<file path="src/rtl/sid_bus_sequencer_if.sv">
// ---------------------------------------------------------------------------
// sid_bus_sequencer_if
// Groups the command handshake, SID register bus, read response and status
// signals of the SID bus sequencer.
//   DUAL       : 1 = two SID chips (2-bit cs), 0 = one chip (1-bit cs)
//   FIFO_DEPTH : command FIFO depth, sizes the level field
// Modports:
//   master : the sequencer (takes commands and SID read data; drives the bus,
//            the response and the status)
//   slave  : the environment (loader/player plus the SID core)
// Both ends must be given the same DUAL/FIFO_DEPTH as the sequencer.
// ---------------------------------------------------------------------------
interface sid_bus_sequencer_if #(
  parameter int DUAL       = 0,
  parameter int FIFO_DEPTH = 16
);
  localparam int CS_W  = (DUAL != 0) ? 2 : 1;
  localparam int LVL_W = $clog2(FIFO_DEPTH) + 1;

  // Command side
  logic              cmd_valid;
  logic              cmd_ready;
  logic [15:0]       cmd_delay;
  logic              cmd_chip;
  logic              cmd_rd;
  logic [4:0]        cmd_addr;
  logic [7:0]        cmd_data;

  // SID register bus
  logic [CS_W-1:0]   cs;
  logic              we;
  logic [4:0]        addr;
  logic [7:0]        data_out;
  logic [7:0]        sid_rdata;

  // Read response and status
  logic              rsp_valid;
  logic [7:0]        rsp_data;
  logic              busy;
  logic [LVL_W-1:0]  level;

  modport master (
    input  cmd_valid, cmd_delay, cmd_chip, cmd_rd, cmd_addr, cmd_data, sid_rdata,
    output cmd_ready, cs, we, addr, data_out, rsp_valid, rsp_data, busy, level
  );

  modport slave (
    output cmd_valid, cmd_delay, cmd_chip, cmd_rd, cmd_addr, cmd_data, sid_rdata,
    input  cmd_ready, cs, we, addr, data_out, rsp_valid, rsp_data, busy, level
  );
endinterface

</file>
<file path="src/rtl/sid_bus_sequencer.sv">
// ---------------------------------------------------------------------------
// sid_bus_sequencer
// Bus initiator for the SID register interface. Timed register-access
// commands are queued in a FIFO and issued on the SID bus one at a time,
// each after waiting its delay in ce_1m ticks. Reads return the SID's
// data_out on the response port.
// Ports:
//   clk     : SID core clock
//   reset_n : asynchronous active-low reset
//   ce_1m   : 1 MHz clock enable, one clk wide
//   flush   : synchronous; empties the FIFO and aborts a pending wait
//   bus     : sid_bus_sequencer_if.master (command handshake, SID bus,
//             read response, busy/level status)
// ---------------------------------------------------------------------------
module sid_bus_sequencer #(
  parameter int DUAL       = 0,
  parameter int FIFO_DEPTH = 16
) (
  input  logic                  clk,
  input  logic                  reset_n,
  input  logic                  ce_1m,
  input  logic                  flush,
  sid_bus_sequencer_if.master   bus
);

  localparam int CS_W    = (DUAL != 0) ? 2 : 1;
  localparam int AW      = $clog2(FIFO_DEPTH);
  localparam int LVL_W   = AW + 1;
  localparam int ENTRY_W = 31;
  localparam logic [LVL_W-1:0] FULL_LVL = LVL_W'(FIFO_DEPTH);

  typedef enum logic [1:0] {
    ST_IDLE    = 2'd0,
    ST_WAIT    = 2'd1,
    ST_ACCESS  = 2'd2,
    ST_CAPTURE = 2'd3
  } state_t;

  // Entry layout: {delay[30:15], chip[14], rd[13], addr[12:8], data[7:0]}
  function automatic logic [ENTRY_W-1:0] pack_entry(
    input logic [15:0] dly,
    input logic        chip,
    input logic        rd,
    input logic [4:0]  a,
    input logic [7:0]  d
  );
    return {dly, chip, rd, a, d};
  endfunction

  // FIFO storage and pointers
  logic [ENTRY_W-1:0] fifo_mem_q [FIFO_DEPTH];
  logic [AW-1:0]      wr_ptr_q, wr_ptr_d;
  logic [AW-1:0]      rd_ptr_q, rd_ptr_d;
  logic [LVL_W-1:0]   level_q, level_d;
  logic [ENTRY_W-1:0] head_s;
  logic               push_s;
  logic               pop_s;

  // Sequencer state and the entry currently being issued
  state_t             state_q, state_d;
  logic [15:0]        cnt_q, cnt_d;
  logic               chip_q, chip_d;
  logic               rd_q, rd_d;
  logic [4:0]         ent_addr_q, ent_addr_d;
  logic [7:0]         ent_data_q, ent_data_d;
  logic [CS_W-1:0]    cs_sel_s;

  // Registered outputs
  logic [CS_W-1:0]    cs_q, cs_d;
  logic               we_q, we_d;
  logic [4:0]         addr_q, addr_d;
  logic [7:0]         data_out_q, data_out_d;
  logic               rsp_valid_q, rsp_valid_d;
  logic [7:0]         rsp_data_q, rsp_data_d;
  logic               busy_q, busy_d;
  logic               cmd_ready_q, cmd_ready_d;

  // A command arriving together with flush is dropped; flush also blocks
  // the pop so nothing leaves a FIFO that is being cleared.
  assign push_s = bus.cmd_valid & cmd_ready_q & ~flush;
  assign pop_s  = (state_q == ST_IDLE) & (level_q != '0) & ~flush;
  assign head_s = fifo_mem_q[rd_ptr_q];

  generate
    if (DUAL != 0) begin : g_dual
      assign cs_sel_s = chip_q ? 2'b10 : 2'b01;
    end else begin : g_single
      logic unused_chip_s;
      assign unused_chip_s = chip_q;
      assign cs_sel_s      = 1'b1;
    end
  endgenerate

  // FIFO pointer and occupancy next-state
  always_comb begin
    wr_ptr_d = wr_ptr_q;
    rd_ptr_d = rd_ptr_q;
    level_d  = level_q;
    if (flush) begin
      wr_ptr_d = '0;
      rd_ptr_d = '0;
      level_d  = '0;
    end else begin
      if (push_s) begin
        wr_ptr_d = wr_ptr_q + AW'(1);
      end else begin
        wr_ptr_d = wr_ptr_q;
      end
      if (pop_s) begin
        rd_ptr_d = rd_ptr_q + AW'(1);
      end else begin
        rd_ptr_d = rd_ptr_q;
      end
      case ({push_s, pop_s})
        2'b10:   level_d = level_q + LVL_W'(1);
        2'b01:   level_d = level_q - LVL_W'(1);
        default: level_d = level_q;
      endcase
    end
  end

  // FIFO storage write
  always_ff @(posedge clk or negedge reset_n) begin
    if (!reset_n) begin
      for (int i = 0; i < FIFO_DEPTH; i++) begin
        fifo_mem_q[i] <= '0;
      end
    end else if (push_s) begin
      fifo_mem_q[wr_ptr_q] <= pack_entry(bus.cmd_delay, bus.cmd_chip, bus.cmd_rd,
                                         bus.cmd_addr, bus.cmd_data);
    end
  end

  // FIFO pointer and occupancy registers
  always_ff @(posedge clk or negedge reset_n) begin
    if (!reset_n) begin
      wr_ptr_q <= '0;
      rd_ptr_q <= '0;
      level_q  <= '0;
    end else begin
      wr_ptr_q <= wr_ptr_d;
      rd_ptr_q <= rd_ptr_d;
      level_q  <= level_d;
    end
  end

  // State register
  always_ff @(posedge clk or negedge reset_n) begin
    if (!reset_n) begin
      state_q <= ST_IDLE;
    end else begin
      state_q <= state_d;
    end
  end

  // Next-state logic; flush only cuts a wait, ACCESS/CAPTURE always finish
  always_comb begin
    state_d = state_q;
    case (state_q)
      ST_IDLE: begin
        if (pop_s) begin
          state_d = ST_WAIT;
        end else begin
          state_d = ST_IDLE;
        end
      end
      ST_WAIT: begin
        if (flush) begin
          state_d = ST_IDLE;
        end else if (ce_1m && (cnt_q == 16'd0)) begin
          state_d = ST_ACCESS;
        end else begin
          state_d = ST_WAIT;
        end
      end
      ST_ACCESS: begin
        if (rd_q) begin
          state_d = ST_CAPTURE;
        end else begin
          state_d = ST_IDLE;
        end
      end
      ST_CAPTURE: state_d = ST_IDLE;
      default:    state_d = ST_IDLE;
    endcase
  end

  // Current-entry latch on pop and delay countdown on ce_1m
  always_comb begin
    cnt_d      = cnt_q;
    chip_d     = chip_q;
    rd_d       = rd_q;
    ent_addr_d = ent_addr_q;
    ent_data_d = ent_data_q;
    if (pop_s) begin
      cnt_d      = head_s[30:15];
      chip_d     = head_s[14];
      rd_d       = head_s[13];
      ent_addr_d = head_s[12:8];
      ent_data_d = head_s[7:0];
    end else if ((state_q == ST_WAIT) && flush) begin
      cnt_d = 16'd0;
    end else if ((state_q == ST_WAIT) && ce_1m && (cnt_q != 16'd0)) begin
      cnt_d = cnt_q - 16'd1;
    end else begin
      cnt_d = cnt_q;
    end
  end

  // Current-entry registers
  always_ff @(posedge clk or negedge reset_n) begin
    if (!reset_n) begin
      cnt_q      <= 16'd0;
      chip_q     <= 1'b0;
      rd_q       <= 1'b0;
      ent_addr_q <= 5'd0;
      ent_data_q <= 8'd0;
    end else begin
      cnt_q      <= cnt_d;
      chip_q     <= chip_d;
      rd_q       <= rd_d;
      ent_addr_q <= ent_addr_d;
      ent_data_q <= ent_data_d;
    end
  end

  // Output logic, decoded from the next state so the registered bus
  // strobes line up exactly with the ACCESS/CAPTURE cycles
  always_comb begin
    cs_d        = '0;
    we_d        = 1'b0;
    addr_d      = addr_q;
    data_out_d  = data_out_q;
    rsp_valid_d = 1'b0;
    rsp_data_d  = rsp_data_q;
    if (state_d == ST_ACCESS) begin
      cs_d       = cs_sel_s;
      we_d       = ~rd_q;
      addr_d     = ent_addr_q;
      data_out_d = ent_data_q;
    end else begin
      cs_d = '0;
      we_d = 1'b0;
    end
    // sid_rdata is taken at the end of the ACCESS cycle, while cs is active
    if (state_d == ST_CAPTURE) begin
      rsp_valid_d = 1'b1;
      rsp_data_d  = bus.sid_rdata;
    end else begin
      rsp_valid_d = 1'b0;
    end
    busy_d      = (level_d != '0) | (state_d != ST_IDLE);
    cmd_ready_d = (level_d != FULL_LVL);
  end

  // Output registers
  always_ff @(posedge clk or negedge reset_n) begin
    if (!reset_n) begin
      cs_q        <= '0;
      we_q        <= 1'b0;
      addr_q      <= 5'd0;
      data_out_q  <= 8'd0;
      rsp_valid_q <= 1'b0;
      rsp_data_q  <= 8'd0;
      busy_q      <= 1'b0;
      cmd_ready_q <= 1'b1;
    end else begin
      cs_q        <= cs_d;
      we_q        <= we_d;
      addr_q      <= addr_d;
      data_out_q  <= data_out_d;
      rsp_valid_q <= rsp_valid_d;
      rsp_data_q  <= rsp_data_d;
      busy_q      <= busy_d;
      cmd_ready_q <= cmd_ready_d;
    end
  end

  assign bus.cs        = cs_q;
  assign bus.we        = we_q;
  assign bus.addr      = addr_q;
  assign bus.data_out  = data_out_q;
  assign bus.rsp_valid = rsp_valid_q;
  assign bus.rsp_data  = rsp_data_q;
  assign bus.busy      = busy_q;
  assign bus.level     = level_q;
  assign bus.cmd_ready = cmd_ready_q;

endmodule
</file>
<file path="src/flat_wrapper.sv">
// flat-port wrapper written by rule: the top's interface ports become plain ports
module sid_bus_sequencer_flat 
#(
  parameter int DUAL       = 0,
  parameter int FIFO_DEPTH = 16
)
  (clk, reset_n, ce_1m, flush, bus_cmd_valid, bus_cmd_delay, bus_cmd_chip, bus_cmd_rd, bus_cmd_addr, bus_cmd_data, bus_sid_rdata, bus_cmd_ready, bus_cs, bus_we, bus_addr, bus_data_out, bus_rsp_valid, bus_rsp_data, bus_busy, bus_level);
  sid_bus_sequencer_if #(.DUAL(DUAL), .FIFO_DEPTH(FIFO_DEPTH)) bus_i ();
  input  logic clk;
  input  logic reset_n;
  input  logic ce_1m;
  input  logic flush;
  input wire logic [$bits(bus_i.cmd_valid)-1:0] bus_cmd_valid;
  input wire logic [$bits(bus_i.cmd_delay)-1:0] bus_cmd_delay;
  input wire logic [$bits(bus_i.cmd_chip)-1:0] bus_cmd_chip;
  input wire logic [$bits(bus_i.cmd_rd)-1:0] bus_cmd_rd;
  input wire logic [$bits(bus_i.cmd_addr)-1:0] bus_cmd_addr;
  input wire logic [$bits(bus_i.cmd_data)-1:0] bus_cmd_data;
  input wire logic [$bits(bus_i.sid_rdata)-1:0] bus_sid_rdata;
  output wire logic [$bits(bus_i.cmd_ready)-1:0] bus_cmd_ready;
  output wire logic [$bits(bus_i.cs)-1:0] bus_cs;
  output wire logic [$bits(bus_i.we)-1:0] bus_we;
  output wire logic [$bits(bus_i.addr)-1:0] bus_addr;
  output wire logic [$bits(bus_i.data_out)-1:0] bus_data_out;
  output wire logic [$bits(bus_i.rsp_valid)-1:0] bus_rsp_valid;
  output wire logic [$bits(bus_i.rsp_data)-1:0] bus_rsp_data;
  output wire logic [$bits(bus_i.busy)-1:0] bus_busy;
  output wire logic [$bits(bus_i.level)-1:0] bus_level;
  assign bus_i.cmd_valid = bus_cmd_valid;
  assign bus_i.cmd_delay = bus_cmd_delay;
  assign bus_i.cmd_chip = bus_cmd_chip;
  assign bus_i.cmd_rd = bus_cmd_rd;
  assign bus_i.cmd_addr = bus_cmd_addr;
  assign bus_i.cmd_data = bus_cmd_data;
  assign bus_i.sid_rdata = bus_sid_rdata;
  assign bus_cmd_ready = bus_i.cmd_ready;
  assign bus_cs = bus_i.cs;
  assign bus_we = bus_i.we;
  assign bus_addr = bus_i.addr;
  assign bus_data_out = bus_i.data_out;
  assign bus_rsp_valid = bus_i.rsp_valid;
  assign bus_rsp_data = bus_i.rsp_data;
  assign bus_busy = bus_i.busy;
  assign bus_level = bus_i.level;
  sid_bus_sequencer #(.DUAL(DUAL), .FIFO_DEPTH(FIFO_DEPTH)) u_core (.clk(clk), .reset_n(reset_n), .ce_1m(ce_1m), .flush(flush), .bus(bus_i));
endmodule
</file>
<file path="config.mk">
export PLATFORM = sky130hd
export DESIGN_NAME = sid_bus_sequencer_flat
export DESIGN_NICKNAME = d
export VERILOG_FILES = /design/src/rtl/sid_bus_sequencer_if.sv /design/src/rtl/sid_bus_sequencer.sv /design/src/flat_wrapper.sv
export SDC_FILE = /design/constraint.sdc
export NUM_CORES = 1
export LEC_CHECK = 0
export ABC_CLOCK_PERIOD_IN_PS = 4000
export BUFFER_PORTS_ARGS = -buffer_cell sky130_fd_sc_hd__buf_2
export CAP_MARGIN = 30
export CORE_AREA = 2 2 252 254
export CTS_BUF_LIST = sky130_fd_sc_hd__clkbuf_16
export DETAILED_ROUTE_END_ITERATION = 8
export DIE_AREA = 0 0 254 256
export GPL_ROUTABILITY_DRIVEN = 0
export PLACE_DENSITY_LB_ADDON = 0.15
export REMOVE_ABC_BUFFERS = 1
export SYNTH_ARGS = -nofsm -noshare
export SYNTH_HDL_FRONTEND = slang
export SYNTH_SLANG_ARGS = --single-unit
export TNS_END_PERCENT = 50
</file>
<file path="constraint.sdc">
create_clock -name clk -period 4 [get_ports clk]
set_clock_uncertainty 0.05 [all_clocks]
set_input_delay 0.4 -clock clk [delete_from_list [all_inputs] [get_ports clk]]
set_output_delay 0.4 -clock clk [all_outputs]
set_load 0.02 [all_outputs]
</file>
==> results.json, run 1 <==
{
  "dieArea_um2": 65000,
  "syn_to_final_growth_pct": 14.0,
  "rsz0062_at_grt": "no",
  "ant_nets": 0,
  "layout-drive-gt1-share": 0.513,
  "relSlewSlack": 0.359,
  "dp_hpwl_mm": 34.6,
  "overflow": 0,
  "cts_buffer_depth": 3,
  "avgSynthCellArea_um2": 15.6,
  "r2r_cells": 10,
  "routed_via_density": 5.44,
  "yosys-top-cells-area": "dfrtp_1 (56%), mux2_2 (23%), mux4_2 (12%)",
  "yosysTopAreaCellShare": 0.556,
  "internal-power_mw": 11.3,
  "worstMarginPinSlew_ns": 0.960,
  "antenna_found_initial": 4,
  "synth_edf_count": 0,
  "whs_path_depth": 3,
  "routedWlPerCell_um": 23.8,
  "insertion_delay_ns": 0.64,
  "drc_errors": 0,
  "switching_share": 0.291,
  "hold_ws_ns": 0.0745,
  "h-tree-depth": 2,
  "drtIter0Drc": 946,
  "comb_power_share": 0.240,
  "portBuffers": 73,
  "clock_sinks": 551,
  "die_h_um": 256,
  "grt_pass1_wl_mm": 94.0,
  "synth_commonest_cells": "dfrtp_1 (550), mux2_2 (510), mux4_2 (136)",
  "clockRootBuffer": "clkbuf_16",
  "power.density_nw_per_um2": 565,
  "synth_seq_cells": 551,
  "fin_crit_ns": 3.01,
  "max_freq_mhz": 332,
  "placedInstanceArea_um2": 26400,
  "post-route-period-util": 0.754,
  "dr.pass1.iters": 4,
  "seq_power_share": 0.440,
  "vias": 13833,
  "yosysTopAreaCell": "dfrtp_1",
  "placementRows": 92,
  "async_flop_share": 1.00,
  "coreArea_um2": 62400,
  "drv_slew": 0,
  "io_pins": 75,
  "multi_input_area_um2": 10600,
  "grtUsageTotal": 0.192,
  "grt_pass1_vias": 14660,
  "max_cap_violations": 0,
  "ys_types": 49,
  "irDropWorstVdd_mv": 0.345,
  "finalSetupViolations": 0,
  "yosysMostFrequentCell": "dfrtp_1",
  "hold_violations": 0,
  "path_clk_slew_ns": 0.06,
  "yosysWarnings": 0,
  "n_fill_cell": 5611,
  "crit_required_ns": 4.43,
  "start_util": 0.397,
  "syn_inst": 1585,
  "wl_mm": 60.6,
  "numCtsBuffers": 59,
  "seq_area_frac_synth": 0.557,
  "postLayoutCoreUtil": 0.453,
  "grt_max_degree": 98,
  "crit_type": "flip-flop to flip-flop",
  "p_clk_frac": 0.320,
  "final_nets": 1705,
  "crit_path_start_kind": "flip-flop",
  "regArea_um2": 13800,
  "syn-cell-area_um2": 24800,
  "arrival_ns": 3.45,
  "hold_class": "input port to flip-flop",
  "synth_ff_type": "dfrtp_1",
  "critPathCaptureType": "flip-flop",
  "p_leak_nw": 13.2,
  "postLayoutCellArea_um2": 28200,
  "final.setup.tns_ns": 0,
  "dieWidth_um": 254,
  "net-switching-power_mw": 4.65,
  "crit_fanout": 8,
  "cts_tree": "yes",
  "outcome": "completed"
}
[state kept, by name (all words and copies together), names as in the netlist, 5 cells and up]
signal / count
u_core.bus.addr: 5
u_core.bus.data_out: 8
u_core.bus.level: 5
u_core.bus.rsp_data: 8
u_core.cnt_q: 16
u_core.ent_addr_q: 5
u_core.ent_data_q: 8
u_core.fifo_mem_q: 480
[power groups by stage]
stage | clock (mW) | combinational, mW | sequential, mW
after detailed placement | 0 | 3.88 | 7.12
after global placement | 0 | 3.82 | 7.07
after floorplan | 0 | 2.50 | 7.24
final | 5.10 | 3.83 | 7.03
after CTS | 5.26 | 3.90 | 7.02
after global routing | 5.49 | 4.16 | 7.14
[kinds of logic after synthesis]
group	synth area share
mux	0.366
fa+ha+maj	0.00455
buf+inv	0.0221
flops	0.557
xor+xnor	0.00283
compound gates	0.0232
simple gates	0.0245
[metrics by stage]
stage / instances / power, mW / setup slack, ns
after CTS: 2543 / 16.2 / 0.985
after detailed placement: 2427 / 11.0 / 0.785
final: 2544 / 16.0 / 0.986
after global placement: 2427 / 10.9 / 0.843
after global routing: 2543 / 16.8 / 0.757
after floorplan: 1458 / 9.74 / -2.25
[placed cells by master (no fill, tap or decap), types with 5 or more instances in the layout]
cell type / instances
dfrtp_1: 548
o22ai_1: 11
clkinv_2: 10
o21ai_0: 5
nand2_1: 42
mux4_2: 136
nor3_1: 7
buf_12: 14
clkbuf_16: 59
clkinv_1: 18
o21a_1: 11
mux2_2: 510
nor2_1: 21
a31oi_1: 12
nand3_1: 6
inv_1: 22
dlygate4sd3_1: 10
mux2i_1: 26
nor2_4: 12
a21oi_1: 16
o22a_1: 12
ha_1: 9
nor3b_1: 5
buf_4: 36
buf_2: 72
[worst max-delay path, stage by stage, from the launching register on]
cell	delay, ns
dfrtp_1	0.42
or3_1	0.42
a21oi_4	0.13
buf_4	0.22
ha_1	0.24
nor2b_1	0.22
a22oi_1	0.09
a21oi_1	0.16
mux2_2	0.37
nor4_1	0.43
nand3b_1	0.12
[layout make-up]
| type | count | share of cell area |
|---|---|---|
| well taps | 846 | 0.0375 |
| flip-flops and latches | 551 | 0.489 |
| multi-input cells | 896 | 0.374 |
| diodes | 1 | 0.0000886 |
| clock buffers | 59 | 0.0523 |
| clock inverters | 47 | 0.0103 |
| repair buffers | 133 | 0.0363 |
| inverters | 11 | 0.00151 |
[routing by layer]
| layer | part of all wire | vias to the layer above | track usage |
|---|---|---|---|
| met1 | 0.46 | 7516 | 0.278 |
| met5 | 0.00045 | - | 0 |
| met4 | 0.017 | 4 | 0.0477 |
| met2 | 0.48 | 195 | 0.306 |
| met3 | 0.038 | 76 | 0.0243 |
| li1 | - | 6042 | - |
[repair_timing]
item | CTS | global route
endpoints found under the setup margin | 0 | 0
buffers inserted | 0 | 0
resized for setup | 0 | 0
hold endpoints to repair | 99 | 0
hold buffers | 10 | 0
[path summary, 6_finish.rpt]
check | slack, ns | to | startpoint
setup reg to reg | 0.99 | u_core.bus.busy | u_core.state_q[1]
hold / removal | 0.07 | u_core.state_q[0] | ce_1m
min in group asynchronous | 0.36 | u_core.fifo_mem_q[6] | reset_n
setup / recovery | 0.99 | u_core.bus.busy | u_core.state_q[1]
hold reg to reg | 0.42 | u_core.bus.rsp_data[2] | u_core.bus.rsp_data[2]
max in group asynchronous | 2.51 | u_core.fifo_mem_q[350] | reset_n
Note: power is estimated with default switching activity, not from simulation.
==> inputs of run 2 (changes only) <==
--- a/config.mk
+++ b/config.mk
@@ -5,7 +5,7 @@
 export SDC_FILE = /design/constraint.sdc
 export NUM_CORES = 1
 export LEC_CHECK = 0
-export ABC_CLOCK_PERIOD_IN_PS = 4000
+export ABC_CLOCK_PERIOD_IN_PS = 3000
 export BUFFER_PORTS_ARGS = -buffer_cell sky130_fd_sc_hd__buf_2
 export CAP_MARGIN = 30
 export CORE_AREA = 2 2 252 254
==> constraint.sdc (replaced) <==
create_clock -name clk -period 3 [get_ports clk]
set_clock_uncertainty 0.05 [all_clocks]
set_input_delay 0.3 -clock clk [delete_from_list [all_inputs] [get_ports clk]]
set_output_delay 0.3 -clock clk [all_outputs]
set_load 0.02 [all_outputs]
==> run 2 against run 1 <==
Combinational power rose by 37%. Utilization rose by 0.74 points. Routed wire length fell by 0.36%. Sequential power rose by 32%. Non-clock buffer count rose by 19. Maximum frequency rose by 8.8%. Global-route usage barely moved. Power rose by 35%. Die area did not move. Setup slack got worse by 0.76 ns. Critical endpoint unchanged. Largest power group unchanged. Highest routed layer unchanged.
==> results.json, run 2 (synthesized netlist as in run 1, its figures left out) <==
{
  "hold_violations": 0,
  "grt_pass1_vias": 14921,
  "max_stage_delay_ns": 0.41,
  "diodes": 0,
  "final_nets": 1724,
  "top_register": "u_core.fifo_mem_q",
  "io_pins": 75,
  "path_cells": "or3_1 > a21oi_4 > ha_4 > xor2_1 > ha_1 > a21o_1 > nand2_1 > a21o_1 > a21oi_1 > mux2_2 > nand3b_1",
  "cp-startpoint": "u_core.state_q[1]",
  "numCtsBuffers": 59,
  "cts_tree": "yes",
  "crit_family": "compound AO/OA/AOI/OAI gates",
  "dr.pass1.iters": 5,
  "relSlewSlack": 0.597,
  "vias": 13893,
  "die_h_um": 256,
  "r2r_start": "u_core.state_q[1]",
  "routedWlPerCell_um": 23.6,
  "finalSetupViolations": 0,
  "path_buf_inv": 0,
  "rsz0062_at_grt": "no",
  "power.density_nw_per_um2": 753,
  "max_cap_violations": 0,
  "overflow": 0,
  "clock_sinks": 551,
  "p_leak_nw": 13.4,
  "start_util": 0.397,
  "max_freq_mhz": 361,
  "insertion_delay_ns": 0.63,
  "crit_fanout": 8,
  "holdCritStartpoint": "ce_1m",
  "largest_reg_flops": 480,
  "ant_nets": 0,
  "grt_pass1_wl_mm": 93.6,
  "portBuffers": 73,
  "hold_ws_ns": 0.0746,
  "coreArea_um2": 62400,
  "h-tree-depth": 2,
  "worstMarginPinSlew_ns": 0.605,
  "syn_to_final_growth_pct": 15.9,
  "final_common_cell": "dfrtp_1",
  "placedInstanceArea_um2": 26700,
  "post-cts-setup-buffer-count": 0,
  "cp_slowest_cell": "or3_1",
  "dieWidth_um": 254,
  "grtUsageTotal": 0.191,
  "drc_errors": 0,
  "top_regs": "u_core.fifo_mem_q x480, u_core.cnt_q x16",
  "crit_path_start_kind": "flip-flop",
  "path_clk_slew_ns": 0.06,
  "outcome": "completed",
  "postLayoutCellArea_um2": 28700,
  "critPathCaptureType": "flip-flop",
  "drv_slew": 0,
  "layout-drive-gt1-share": 0.520,
  "arrival_ns": 3.20,
  "placementRows": 92,
  "drtIter0Drc": 799,
  "dieArea_um2": 65000,
  "routed_via_density": 5.42,
  "irDropWorstVdd_mv": 0.388,
  "crit_top_cell": "a21o_1",
  "cts_buffer_depth": 3,
  "most-common-layout-cells": "dfrtp_1 (548), mux2_2 (510), mux4_2 (136)",
  "dp_hpwl_mm": 35.0,
  "hold_class": "input port to flip-flop",
  "crit_type": "flip-flop to flip-flop",
  "post-route-period-util": 0.923,
  "clockRootBuffer": "clkbuf_16",
  "fin_crit_ns": 2.77,
  "crit_required_ns": 3.43,
  "grt_max_degree": 104,
  "antenna_found_initial": 3,
  "wl_mm": 60.4
}
run 2: changes by cell type in the layout (fill, tap and decap cells not counted), sizes merged:
cell	change
buf	+19
bufinv	+3
clkbuf	+1
clkinvlp	-1
diode	-1
inv	-1
run 2: what timing repair did:
| item | CTS | global route |
|---|---|---|
| hold buffers | 10 | 0 |
| hold endpoints to repair | 69 | 0 |
| resized for setup | 1 | 4 |
| endpoints found under the setup margin | 1 | 2 |
run 2: per-stage QoR:
stage | total power, mW | util | instances | setup slack (ns) | TNS [ns]
floorplan | 13.0 | - | 1458 | -3.25 | -140.64
global placement | 14.6 | 0.428 | 2446 | 0.110 | 0
detailed placement | 14.7 | 0.428 | 2446 | 0.0196 | 0
CTS | 21.9 | 0.460 | 2564 | 0.0838 | 0
global route | 22.8 | 0.460 | 2564 | 0.00630 | 0
finish | 21.6 | 0.460 | 2564 | 0.230 | 0
run 2: report_power, final:
part	internal, mW	switching (mW)	leakage, nW
clock network	4.10	2.97	0.967
logic	2.75	2.49	5.04
registers	8.62	0.689	7.43
total	15.5	6.15	13.4
run 2: path summary, 6_finish.rpt:
check	endpoint	slack (ns)	cells after the start
min in group asynchronous	u_core.fifo_mem_q[6]	0.18	2
hold / removal	u_core.state_q[0]	0.07	3
max in group asynchronous	u_core.fifo_mem_q[167]	1.75	3
setup reg to reg	u_core.bus.busy	0.23	11
setup / recovery	u_core.bus.busy	0.23	11
hold reg to reg	u_core.bus.rsp_data[4]	0.42	2
run 2: per-layer routing:
metal,wire [um],vias to the layer above,global-route usage
met1,28100,7505,0.271
met4,1310,6,0.0538
met2,28600,225,0.307
li1,-,6071,-
met5,34,-,0
met3,2320,86,0.0282
run 2: worst reg2reg max path, stage by stage (launching register included):
cell and delay (ns):
dfrtp_1 0.37, or3_1 0.41, a21oi_4 0.19, ha_4 0.21
xor2_1 0.16, ha_1 0.22, a21o_1 0.13, nand2_1 0.05
a21o_1 0.15, a21oi_1 0.16, mux2_2 0.37, nand3b_1 0.15
run 2: area by class of cell:
cell class,count,area [um^2]
Fill cell,5510,33700
Inverter,11,42.5
Timing Repair Buffer,152,1370
Tap cell,846,1060
Multi-Input combinational cell,896,10600
Sequential cell,551,13800
Clock buffer,60,1500
Clock inverter,48,364
